===== config.mk =====
export PLATFORM = sky130hd
export DESIGN_NAME = nn_readback_sequencer
export DESIGN_NICKNAME = d
export VERILOG_FILES = /design/src/rtl/nn_rb_pkg.sv /design/src/rtl/nn_rb_snapshot.sv /design/src/rtl/nn_readback_sequencer.sv
export SDC_FILE = /design/constraint.sdc
export NUM_CORES = 1
export LEC_CHECK = 0
export ABC_AREA = 1
export ABC_CLOCK_PERIOD_IN_PS = 2100
export BUFFER_PORTS_ARGS = -buffer_cell sky130_fd_sc_hd__buf_4
export CORE_MARGIN = 2
export CORE_UTILIZATION = 50
export DETAILED_ROUTE_END_ITERATION = 7
export PLACE_DENSITY = 0.78
export SYNTH_ARGS = -nofsm -noshare
export SYNTH_HDL_FRONTEND = slang
export SYNTH_SLANG_ARGS = --single-unit
export TNS_END_PERCENT = 30

===== constraint.sdc =====
create_clock -name clk -period 2.1 [get_ports clk]
set_clock_uncertainty 0.05 [all_clocks]
set_input_delay 0.105 -clock clk [delete_from_list [all_inputs] [get_ports clk]]
set_output_delay 0.105 -clock clk [all_outputs]
set_load 0.02 [all_outputs]

===== src/rtl/nn_rb_pkg.sv =====
// Shared constants and state encoding for the NN readback sequencer.
package nn_rb_pkg;

  localparam int NUM_WORDS = 35;

  localparam logic [8:0] ADDR_LISTO   = 9'h000;
  localparam logic [8:0] ADDR_DATO    = 9'h004;
  localparam logic [8:0] ADDR_ERROR   = 9'h008;
  localparam logic [8:0] ADDR_ENTRADA = 9'h060;
  localparam logic [8:0] ADDR_LAST    = 9'h088;

  typedef enum logic [2:0] {
    IDLE      = 3'd0,
    PROC_RD   = 3'd1,
    DUMP_RD   = 3'd2,
    DUMP_WAIT = 3'd3,
    DONE      = 3'd4
  } rb_state_e;

  function automatic logic [8:0] word_addr(input logic [6:0] idx);
    return {idx, 2'b00};
  endfunction

endpackage


===== src/rtl/nn_rb_snapshot.sv =====
// Sticky result/error flags, result snapshot, and the one-deep pending
// capture used while a dump is streaming out the current snapshot.
module nn_rb_snapshot #(
  parameter int Width = 4
) (
  input  logic             clk,
  input  logic             reset_n,
  input  logic             listo,
  input  logic             error_in,
  input  logic [Width-1:0] dato_in,
  input  logic [Width-1:0] entrada_in,
  input  logic             clear_flags,
  input  logic             clr_listo_rd,
  input  logic             clr_err_rd,
  input  logic             dump_active,
  input  logic             apply_pending,
  output logic             listo_flag,
  output logic             err_flag,
  output logic [Width-1:0] snap_dato,
  output logic [Width-1:0] snap_entrada
);

  logic             pend_q;
  logic [Width-1:0] pend_dato_q;
  logic [Width-1:0] pend_entrada_q;
  logic             take_live;
  logic             take_pend;

  // A result arriving in the apply cycle is newer than anything pending.
  assign take_live = listo & (~dump_active | apply_pending);
  assign take_pend = apply_pending & pend_q & ~listo;

  always_ff @(posedge clk or negedge reset_n) begin
    if (!reset_n) begin
      listo_flag     <= 1'b0;
      err_flag       <= 1'b0;
      snap_dato      <= '0;
      snap_entrada   <= '0;
      pend_q         <= 1'b0;
      pend_dato_q    <= '0;
      pend_entrada_q <= '0;
    end else begin
      if (take_live || take_pend)
        listo_flag <= 1'b1;
      else if (clear_flags || clr_listo_rd)
        listo_flag <= 1'b0;

      if (error_in)
        err_flag <= 1'b1;
      else if (clear_flags || clr_err_rd)
        err_flag <= 1'b0;

      if (take_live) begin
        snap_dato    <= dato_in;
        snap_entrada <= entrada_in;
      end else if (take_pend) begin
        snap_dato    <= pend_dato_q;
        snap_entrada <= pend_entrada_q;
      end

      if (apply_pending) begin
        pend_q <= 1'b0;
      end else if (listo && dump_active) begin
        pend_q         <= 1'b1;
        pend_dato_q    <= dato_in;
        pend_entrada_q <= entrada_in;
      end
    end
  end

endmodule


===== src/rtl/nn_readback_sequencer.sv =====
// Readback sequencer: serves processor reads and full-map dumps from the
// register bank. Define NN_RB_CLEAR_ON_READ_EN for clear-on-read flags.
module nn_readback_sequencer
  import nn_rb_pkg::*;
#(
  parameter int Width    = 4,
  parameter int NumWords = NUM_WORDS
) (
  input  logic             clk,
  input  logic             reset_n,
  input  logic             Listo,
  input  logic             ErrorIn,
  input  logic [Width-1:0] DatoIn,
  input  logic [Width-1:0] EntradaIn,
  input  logic             ClearFlags,
  input  logic             RdReq,
  input  logic [8:0]       RdAddr,
  output logic [Width-1:0] RdData,
  output logic             RdValid,
  input  logic             DumpStart,
  output logic             DumpValid,
  input  logic             DumpReady,
  output logic [8:0]       DumpAddr,
  output logic [Width-1:0] DumpData,
  output logic             DumpDone,
  output logic             Busy,
  output logic             BankRead,
  output logic [8:0]       BankAddr,
  output logic             BankListo,
  output logic             BankError,
  output logic [Width-1:0] BankDato,
  output logic [Width-1:0] BankEntrada,
  input  logic [Width-1:0] BankData
);

  rb_state_e  state, state_nxt;
  logic [8:0] rd_addr_q;
  logic [6:0] idx_q;
  logic       dump_active_q;
  logic       rd_go;
  logic       hs;
  logic       last;
  logic       clr_listo_rd;
  logic       clr_err_rd;

  // RdReq is still held during the RdValid cycle; don't re-launch on it.
  assign rd_go = RdReq & ~RdValid;
  assign hs    = (state == DUMP_WAIT) & DumpReady;
  assign last  = (idx_q == 7'(NumWords - 1));

  always_ff @(posedge clk or negedge reset_n) begin
    if (!reset_n) state <= IDLE;
    else          state <= state_nxt;
  end

  always_comb begin
    state_nxt = state;
    case (state)
      IDLE: begin
        if (rd_go)          state_nxt = PROC_RD;
        else if (DumpStart) state_nxt = DUMP_RD;
      end
      PROC_RD:   state_nxt = dump_active_q ? DUMP_RD : IDLE;
      DUMP_RD:   state_nxt = DUMP_WAIT;
      DUMP_WAIT: begin
        if (hs) begin
          if (last)       state_nxt = DONE;
          else if (rd_go) state_nxt = PROC_RD;
          else            state_nxt = DUMP_RD;
        end
      end
      DONE:      state_nxt = IDLE;
      default:   state_nxt = IDLE;
    endcase
  end

  always_comb begin
    BankRead  = 1'b0;
    BankAddr  = '0;
    DumpValid = 1'b0;
    DumpDone  = 1'b0;
    Busy      = (state != IDLE);
    case (state)
      PROC_RD: begin
        BankRead = 1'b1;
        BankAddr = rd_addr_q;
      end
      DUMP_RD: begin
        BankRead = 1'b1;
        BankAddr = word_addr(idx_q);
      end
      DUMP_WAIT: DumpValid = 1'b1;
      DONE:      DumpDone  = 1'b1;
      default: ;
    endcase
  end

  always_ff @(posedge clk or negedge reset_n) begin
    if (!reset_n) begin
      RdData        <= '0;
      RdValid       <= 1'b0;
      DumpAddr      <= '0;
      DumpData      <= '0;
      rd_addr_q     <= '0;
      idx_q         <= '0;
      dump_active_q <= 1'b0;
    end else begin
      RdValid <= (state == PROC_RD);
      if (state == PROC_RD) RdData <= BankData;
      if (state == DUMP_RD) begin
        DumpData <= BankData;
        DumpAddr <= word_addr(idx_q);
      end
      if (state != PROC_RD && state_nxt == PROC_RD) rd_addr_q <= RdAddr;
      if (state == IDLE && !rd_go && DumpStart) begin
        dump_active_q <= 1'b1;
        idx_q         <= '0;
      end
      if (hs && !last) idx_q <= idx_q + 7'd1;
      if (state == DONE) begin
        dump_active_q <= 1'b0;
        idx_q         <= '0;
      end
    end
  end

`ifdef NN_RB_CLEAR_ON_READ_EN
  assign clr_listo_rd = (state == PROC_RD) && (rd_addr_q == ADDR_LISTO);
  assign clr_err_rd   = (state == PROC_RD) && (rd_addr_q == ADDR_ERROR);
`else
  assign clr_listo_rd = 1'b0;
  assign clr_err_rd   = 1'b0;
`endif

  nn_rb_snapshot #(.Width(Width)) u_snapshot (
    .clk           (clk),
    .reset_n       (reset_n),
    .listo         (Listo),
    .error_in      (ErrorIn),
    .dato_in       (DatoIn),
    .entrada_in    (EntradaIn),
    .clear_flags   (ClearFlags),
    .clr_listo_rd  (clr_listo_rd),
    .clr_err_rd    (clr_err_rd),
    .dump_active   (dump_active_q),
    .apply_pending (state == DONE),
    .listo_flag    (BankListo),
    .err_flag      (BankError),
    .snap_dato     (BankDato),
    .snap_entrada  (BankEntrada)
  );

endmodule


==> results of run 1 <==
logic make-up after synthesis:
group,Yosys count
simple gates,150
flops,55
buf+inv,52
compound gates,33
xor+xnor,2
fa+ha+maj,2
other cells,1
registers in the layout, summed over array words and instances (netlist names), 3 cells and up:
name / count
u_snapshot.snap_dato: 4
rd_addr_q: 9
u_snapshot.pend_dato_q: 4
RdData: 4
idx_q: 7
state: 3
u_snapshot.pend_entrada_q: 4
DumpData: 4
u_snapshot.snap_entrada: 4
DumpAddr: 7
layout make-up:
| class | count | area, µm² |
|---|---|---|
| Tap cell | 67 | 83.83 |
| Clock buffer | 7 | 86.33 |
| Sequential cell | 55 | 1376 |
| Fill cell | 422 | 1524 |
| Timing Repair Buffer | 82 | 645.6 |
| Clock inverter | 1 | 8.758 |
| Multi-Input combinational cell | 189 | 934.6 |
| Inverter | 42 | 157.7 |
placed cells by master (no fill, tap or decap), types with 2 or more instances in the layout:
cell / instances
nand2_2: 3
a21oi_1: 2
nand3_1: 20
o22ai_1: 3
nand2_1: 97
dfrtp_1: 55
ha_1: 2
o221ai_1: 2
inv_2: 5
nand3_2: 4
xor2_1: 2
nand4_1: 10
nor3_1: 2
o211ai_1: 6
o21ai_0: 15
inv_1: 37
o21bai_1: 2
clkbuf_8: 6
buf_4: 70
dlygate4sd3_1: 12
conb_1: 2
nor2_1: 10
power by group through the flow:
stage	registers [mW]	logic, mW	clock network, mW
5_1_grt	1.69	2.22	0.647
4_1_cts	1.64	2.01	0.609
6_report	1.64	1.98	0.598
3_3_place_gp	1.65	1.94	0
3_5_place_dp	1.66	1.98	0
2_1_floorplan	1.85	1.10	0
worst max-delay path: stages, from the launching register on:
cell,delay (ps)
dfrtp_1,440
inv_2,90
nand3_2,220
inv_2,140
nand2_2,80
nand2_1,70
nor2_4,220
nand3_2,200
nand2_1,110
nand2_1,50
stage by stage:
step | hold slack (ps) | std cells | setup slack, ps | area [µm²] | power [mW]
2_1_floorplan | -240.6 | 296 | 598.6 | 2535 | 2.946
3_3_place_gp | 135.8 | 423 | 383.0 | 3078 | 3.596
3_5_place_dp | 138.0 | 423 | 324.8 | 3078 | 3.644
4_1_cts | 0.7078 | 443 | 301.1 | 3293 | 4.256
5_1_grt | 7.960 | 443 | 119.3 | 3293 | 4.555
6_report | 6.910 | 443 | 320.1 | 3293 | 4.223
final timing paths:
check,from,to,depth (start not counted)
worst max register to register,state[1],rd_addr_q[4],9
worst max-delay path,state[1],rd_addr_q[4],9
worst min register to register,rd_addr_q[5],rd_addr_q[5],2
max in group asynchronous,reset_n,idx_q[0],2
worst min-delay path,RdAddr[3],rd_addr_q[3],3
min in group asynchronous,reset_n,rd_addr_q[2],2
metal layers:
metal  track usage  up-vias  part of all wire
met2        0.3236       79              0.45
met1        0.2925      990              0.47
li1              -     1098                 -
met4       0.07602        0             0.018
met5             0        -                 0
met3       0.05355        8             0.069
==> flow_summary.toml, run 1 <==
[placed_design]
hpwl_mm = 4.022
port_buffers = 67
gp_congestion = 0.9088

[sta]
fin_crit_sh = 0.8476
fmax_ghz = 0.5618
setup_viol = 0
relSlewSlack = 0.5592
fin_tns_setup_ps = 0
worstMarginPinSlew_ps = 661.1
hold_violations = 0
finalCriticalPeriod_ps = 1780
slew_viol_final = 0
grt_setup_unrepaired = "no"

[synth]
ys_types = 30
ys_ff_latch = 55
synth_area_um2 = 2531
synth-compound-area-share = 0.08156
synthCells = 295
synth_edf_count = 0
ys_top_cells_by_count = "nand2_1 (97), dfrtp_1 (55), inv_1 (37), nand3_1 (20), o21ai_0 (15)"
synth_flop_cell = "dfrtp_1"
synth_simple_gate_area_share = 0.2679
syn_area_per_cell_um2 = 8.580
synth_warnings = 0
synth_top_area_frac = 0.5437
async_flop_share = 1.000
synth_xor_area_frac = 0.006920
synth_most_common_cell = "nand2_1"
synth_mux_area_frac = 0
synthAdderAreaFrac = 0.009886
synth_top_family_by_area = "simple AND/OR/NAND/NOR gates"
seq_area_frac_synth = 0.5437
synth_area_leaders = "dfrtp_1 (54%), nand2_1 (14%), inv_1 (5.5%)"
yosysTopAreaCell = "dfrtp_1"

[worst_hold_path]
hold_path_class = "in2reg"

[clock_network]
clk_latency_ps = 300
cts_resized = 0
h-tree-depth = 2
cts_hold_buf = 12
cts_root_buf = "clkbuf_8"
clkTransAtPathRegs_ps = 90
cts_setup_buffers = 0
numCtsBuffers = 5
cts_tree = "yes"
cts_sinks = 55
clk_path_buf_depth = 2

[finish]
nets = 406
utilization = 0.6836
area_growth_pct = 30.10
antennaDiodeCount = 0
drive_above_1_share = 0.2500

[status]
status = "finished clean"

[floorplan]
fp.dieH_um = 75.15
io_pins = 70
dieWidth_um = 75.15
fp-row-count = 25
initial_core_util = 0.5255
die-area_um2 = 5648
core_area_um2 = 4817

[setup_path]
critPathCaptureType = "flop"
path_max_fanout = 12
critPathArrivalTime_ps = 1930
cp_data_required_time_ps = 2250
start_kind = "flop"
crit_type = "reg2reg"
reg2reg_slack_ps = 320

[power_and_ir_drop]
ir_drop_uv = 612.9
switching_share = 0.4212
pwr-share-seq = 0.388
p_int_mw = 2.444
p_leak_nw = 1.785
p_per_area_nw_per_um2 = 1282
p_comb_frac = 0.470
pwr-share-clk = 0.142
switching_power_mw = 1.779

[route]
vias_per_cell = 4.910
firstDrtPassIters = 4
vias = 2175
drc = 0
wl_per_cell_um = 12.29
wl_mm = 5.443
drt_iter0_drc = 195
drtAntennaViolNets = 0

[grt]
grt_antenna_before_repair = 0
grt_overflow = 0
grt_max_degree = 56
grt.total_usage = 0.2107
grt_pass1_wl_mm = 9.004
grt_pass1_vias = 1991

[run]
maxCapViolCount = 0
Power figures use the tool's default switching activity.
==> run 2, diff against run 1 <==
ABC_CLOCK_PERIOD_IN_PS = 1600   (was 2100)
CORE_UTILIZATION = 47   (was 50)
PLACE_DENSITY = 0.77   (was 0.78)
clock period = 1.6 ns   (was 2.1 ns; I/O delays follow)
==> flow_summary.toml, run 2 (synthesized netlist as in run 1, its figures left out) <==
[status]
violations = "negative setup slack"
status = "finished, violations left"

[setup_path]
critPathArrivalTime_ps = 1830
slowest_delay_ps = 390
cp_data_required_time_ps = 1750
cp_cell_sequence = "inv_2 -> ha_4 -> inv_2 -> nor2_2 -> nand3_2 -> nand2_1 -> nand2_1 -> nand2_2 -> nand2_4 -> clkbuf_16 -> nand4_1 -> nand2_1"
slowest_stage = "dfrtp_1"
crit_family = "simple AND/OR/NAND/NOR gates"
path_max_fanout = 5
crit_path_frequent_cell = "nand2_1"
critPathCaptureType = "flop"
crit_buf_inv = 3
start_kind = "flop"
crit_type = "reg2reg"

[sta]
fin_crit_sh = 1.047
relSlewSlack = 0.5442
worstMarginPinSlew_ps = 683.8
grt_setup_unrepaired = "yes"
hold_violations = 0
fin_ws_ps = -75.06
fmax_ghz = 0.5970
slew_viol_final = 0
setup_viol = 9
finalCriticalPeriod_ps = 1675

[clock_network]
clkTransAtPathRegs_ps = 90
cts_root_buf = "clkbuf_8"
numCtsBuffers = 5
clk_path_buf_depth = 2
cts_sinks = 55
cts_tree = "yes"
clk_latency_ps = 300
h-tree-depth = 2

[finish]
antennaDiodeCount = 0
fillers = 424
fin_area_um2 = 3643
final_cells = 477
layout_commonest_cell = "nand2_1"
regArea_um2 = 1378
nets = 437
drive_above_1_share = 0.3194
utilization = 0.7089
layout_common_cells = "nand2_1 (94), buf_4 (90), dfrtp_1 (54)"
largest_register = "rd_addr_q"
area_growth_pct = 43.94
largest_register_ffs = 9
multiInputGateArea_um2 = 999.7
reg_top3 = "rd_addr_q: 9 flops, DumpAddr: 7 flops, idx_q: 7 flops"

[grt]
grt_pass1_vias = 2248
grt_antenna_before_repair = 0
grt.total_usage = 0.2164
grt_max_degree = 56
grt_pass1_wl_mm = 10.38
grt_overflow = 0

[route]
wl_mm = 6.700
wl_per_cell_um = 14.05
vias = 2422
drt_iter0_drc = 179
firstDrtPassIters = 5
drtAntennaViolNets = 0
drc = 0
vias_per_cell = 5.078

[placed_design]
hpwl_mm = 4.442
numPlacedInstances = 441
place_area_um2 = 3207
port_buffers = 67
gp_congestion = 0.8709

[worst_hold_path]
hold_path_class = "in2reg"

[power_and_ir_drop]
p_leak_nw = 1.949
ir_drop_uv = 1250
p_total_mw = 6.445
p_per_area_nw_per_um2 = 1769

[floorplan]
initial_core_util = 0.4925
fp.dieH_um = 77.39
dieWidth_um = 77.39
core_area_um2 = 5140
io_pins = 70
fp-row-count = 26
die-area_um2 = 5988

[run]
maxCapViolCount = 0
[run 2: what timing repair did]
action	CTS	global route
resized for setup	2	16
gates cloned	0	2
endpoints found under the hold margin	72	0
buffers inserted	3	5
setup endpoints to repair	16	25
hold buffers	18	0
pin swaps	2	15
[run 2: worst paths after layout]
path                       cells after the start         from            to  slack, ps
max                                           12     idx_q[0]  rd_addr_q[4]        -80
min                                            3  BankData[2]     RdData[2]          6
max reg2reg                                   12     idx_q[0]  rd_addr_q[4]        -80
min reg2reg                                    2  DumpAddr[4]   DumpAddr[4]        440
max in group asynchronous                      2      reset_n      state[1]        710
min in group asynchronous                      2      reset_n   DumpAddr[4]        300
[run 2: tightest hold or removal path, delay by kind of cell]
family	cells	cell delay [ps]
AO/OA/AOI/OAI	1	80
buffers and inverters	2	170
[run 2: stage by stage]
stage / TNS, ps / worst slack [ps] / hold slack (ps)
3_5_place_dp: -130.2 / -30.51 / 112.3
3_3_place_gp: 0 / 82.60 / 114.6
5_1_grt: -1816 / -136.2 / 6.594
2_1_floorplan: 0 / 98.61 / -265.6
4_1_cts: -23.38 / -12.02 / 9.079
6_report: -562.0 / -75.06 / 6.000
[run 2: layer usage]
metal  vias to the layer above  global-route usage  part of all wire  wire [µm]
met3                         8             0.04186             0.048        322
met4                         0             0.05357             0.012         78
met2                        73              0.3670              0.52       3502
met1                      1174              0.2876              0.42       2796
met5                         -                   0                 0          0
li1                       1167                   -                 -          -
[run 2: power breakdown]
group          leakage (nW)  switching [mW]  total [mW]  internal (mW)
Clock                0.0484           0.436       0.791          0.356
Sequential            0.690           0.300        2.16           1.86
Combinational          1.21            1.96        3.50           1.53
[run 2: area by class of cell]
cell class,instances,area share
Clock buffer,7,0.02370
Timing Repair Buffer,112,0.2534
Tap cell,70,0.02404
Multi-Input combinational cell,190,0.2744
Inverter,42,0.04396
Sequential cell,55,0.3781
Clock inverter,1,0.002404
==> run 3, diff against run 2 <==
ABC_AREA = 0   (was 1)
CORE_UTILIZATION = 45   (was 47)
PLACE_DENSITY = 0.74   (was 0.77)
==> flow_summary.toml, run 3 <==
[status]
status = "finished, violations left"
violations = "negative setup slack"

[route]
drc = 0
drtAntennaViolNets = 0
drt_iter0_drc = 88
vias_per_cell = 5.012
firstDrtPassIters = 4
wl_per_cell_um = 16.79
vias = 2070
wl_mm = 6.933

[synth]
seq_area_frac_synth = 0.5503
ys_ff_latch = 55
synth_xor_area_frac = 0
syn_area_per_cell_um2 = 12.32
synth-compound-area-share = 0.1046
async_flop_share = 1.000
ys_types = 40
synthCells = 203
synth_top_family_by_area = "multiplexers"
synth_most_common_cell = "dfrtp_1"
synth_warnings = 0
ys_top_cells_by_count = "dfrtp_1 (55), mux2_2 (23), nor2_1 (14), nand2_1 (12), a21oi_1 (11)"
synth_mux_area_frac = 0.1896
synth_simple_gate_area_share = 0.1111
synth_area_um2 = 2501
synth_top_area_frac = 0.5503
synth_edf_count = 0
synthAdderAreaFrac = 0.01001
synth_flop_cell = "dfrtp_1"
synth_area_leaders = "dfrtp_1 (55%), mux2_2 (10%), mux2_4 (5.4%)"
yosysTopAreaCell = "dfrtp_1"

[floorplan]
dieWidth_um = 78.55
die-area_um2 = 6170
initial_core_util = 0.4599
core_area_um2 = 5439
io_pins = 70
fp-row-count = 27
fp.dieH_um = 78.55

[finish]
largest_register = "rd_addr_q"
multiInputGateArea_um2 = 1175
nets = 371
area_growth_pct = 60.68
antennaDiodeCount = 0
layout_common_cells = "buf_4 (80), dfrtp_1 (52), buf_6 (32)"
fillers = 360
largest_register_ffs = 9
fin_area_um2 = 4019
layout_commonest_cell = "buf_4"
reg_top3 = "rd_addr_q: 9 flops, DumpAddr: 7 flops, idx_q: 7 flops"
regArea_um2 = 1380
final_cells = 413
drive_above_1_share = 0.5630

[sta]
setup_viol = 49
grt_setup_unrepaired = "yes"
fmax_ghz = 0.4959
hold_violations = 0
fin_ws_ps = -416.5
relSlewSlack = 0.5448
slew_viol_final = 0
finalCriticalPeriod_ps = 2016
worstMarginPinSlew_ps = 682.8
fin_crit_sh = 1.260

[clock_network]
h-tree-depth = 2
cts_root_buf = "clkbuf_8"
cts_sinks = 55
cts_tree = "yes"
clk_latency_ps = 310
numCtsBuffers = 5
clk_path_buf_depth = 2
clkTransAtPathRegs_ps = 110

[power_and_ir_drop]
p_per_area_nw_per_um2 = 1804
ir_drop_uv = 1219
p_leak_nw = 1.904

[setup_path]
cp_data_required_time_ps = 1750
crit_type = "reg2reg"
start_kind = "flop"
critPathCaptureType = "flop"
path_max_fanout = 5
critPathArrivalTime_ps = 2170

[placed_design]
preCtsSetupSlack_ps = -279.9
port_buffers = 67
gp_congestion = 0.7172
place_area_um2 = 3318
numPlacedInstances = 365
hpwl_mm = 3.996

[grt]
grt_overflow = 0
grt.total_usage = 0.2171
grt_antenna_before_repair = 0
grt_pass1_vias = 2110
grt_pass1_wl_mm = 10.39
grt_max_degree = 56

[worst_hold_path]
hold_path_class = "in2reg"

[run]
maxCapViolCount = 0
run 3: power breakdown:
group          internal, mW  switching, mW
clock                 0.318          0.490
sequential             1.92          0.378
combinational          2.31           1.83
run 3: path summary, 6_finish.rpt:
kind	cells past startpoint	to	startpoint	slack (ps)
setup / recovery	8	rd_addr_q[6]	idx_q[0]	-420
hold / removal	3	u_snapshot.err_flag	ClearFlags	20
setup reg to reg	8	rd_addr_q[6]	idx_q[0]	-420
hold reg to reg	1	u_snapshot.err_flag	u_snapshot.err_flag	450
max in group asynchronous	2	state[0]	reset_n	670
min in group asynchronous	2	DumpAddr[6]	reset_n	330
run 3: cell families after synthesis:
| family | Yosys count |
|---|---|
| mux | 40 |
| simple gates | 51 |
| fa+ha+maj | 2 |
| flops | 55 |
| other cells | 1 |
| buf+inv | 16 |
| compound gates | 38 |
run 3: critical path: stages (launching register included):
cell and delay, ps:
dfrtp_1 380, inv_1 60, ha_2 200, nand2b_4 80
nor3_2 50, o32ai_2 300, nor3b_4 310, buf_6 180
mux2_4 310
run 3: per-layer routing:
metal  up-vias  wire length, µm  track usage
li1        982                -            -
met1      1031             2918       0.2868
met3         6              258      0.03218
met4         0               68      0.04912
met2        51             3688       0.3778
met5         -                0            0
run 3: through the flow:
stage               hold WS, ps  utilization  total power, mW  setup TNS [ps]
floorplan                -265.6            -            4.189           -2743
global placement          113.3       0.6101            5.462           -2943
detailed placement        124.1       0.6101            5.563           -3907
CTS                       7.230       0.7058            6.786           -5439
global route              27.45       0.7389            7.607          -10610
finish                    21.54       0.7389            7.251           -8914
run 3: area by class of cell:
| class | count | area share |
|---|---|---|
| Clock inverter | 3 | 0.005915 |
| Timing Repair Buffer | 139 | 0.3126 |
| Tap cell | 72 | 0.02242 |
| Clock buffer | 5 | 0.01712 |
| Multi-Input combinational cell | 133 | 0.2923 |
| Inverter | 6 | 0.006227 |
| Sequential cell | 55 | 0.3434 |
run 3: what timing repair did:
item,in CTS,in global routing
gates cloned,2,0
pin swaps,18,9
setup buffers,8,8
setup endpoints to repair,48,48
hold buffers,23,0
hold endpoints to repair,88,0
gates resized for setup,43,35
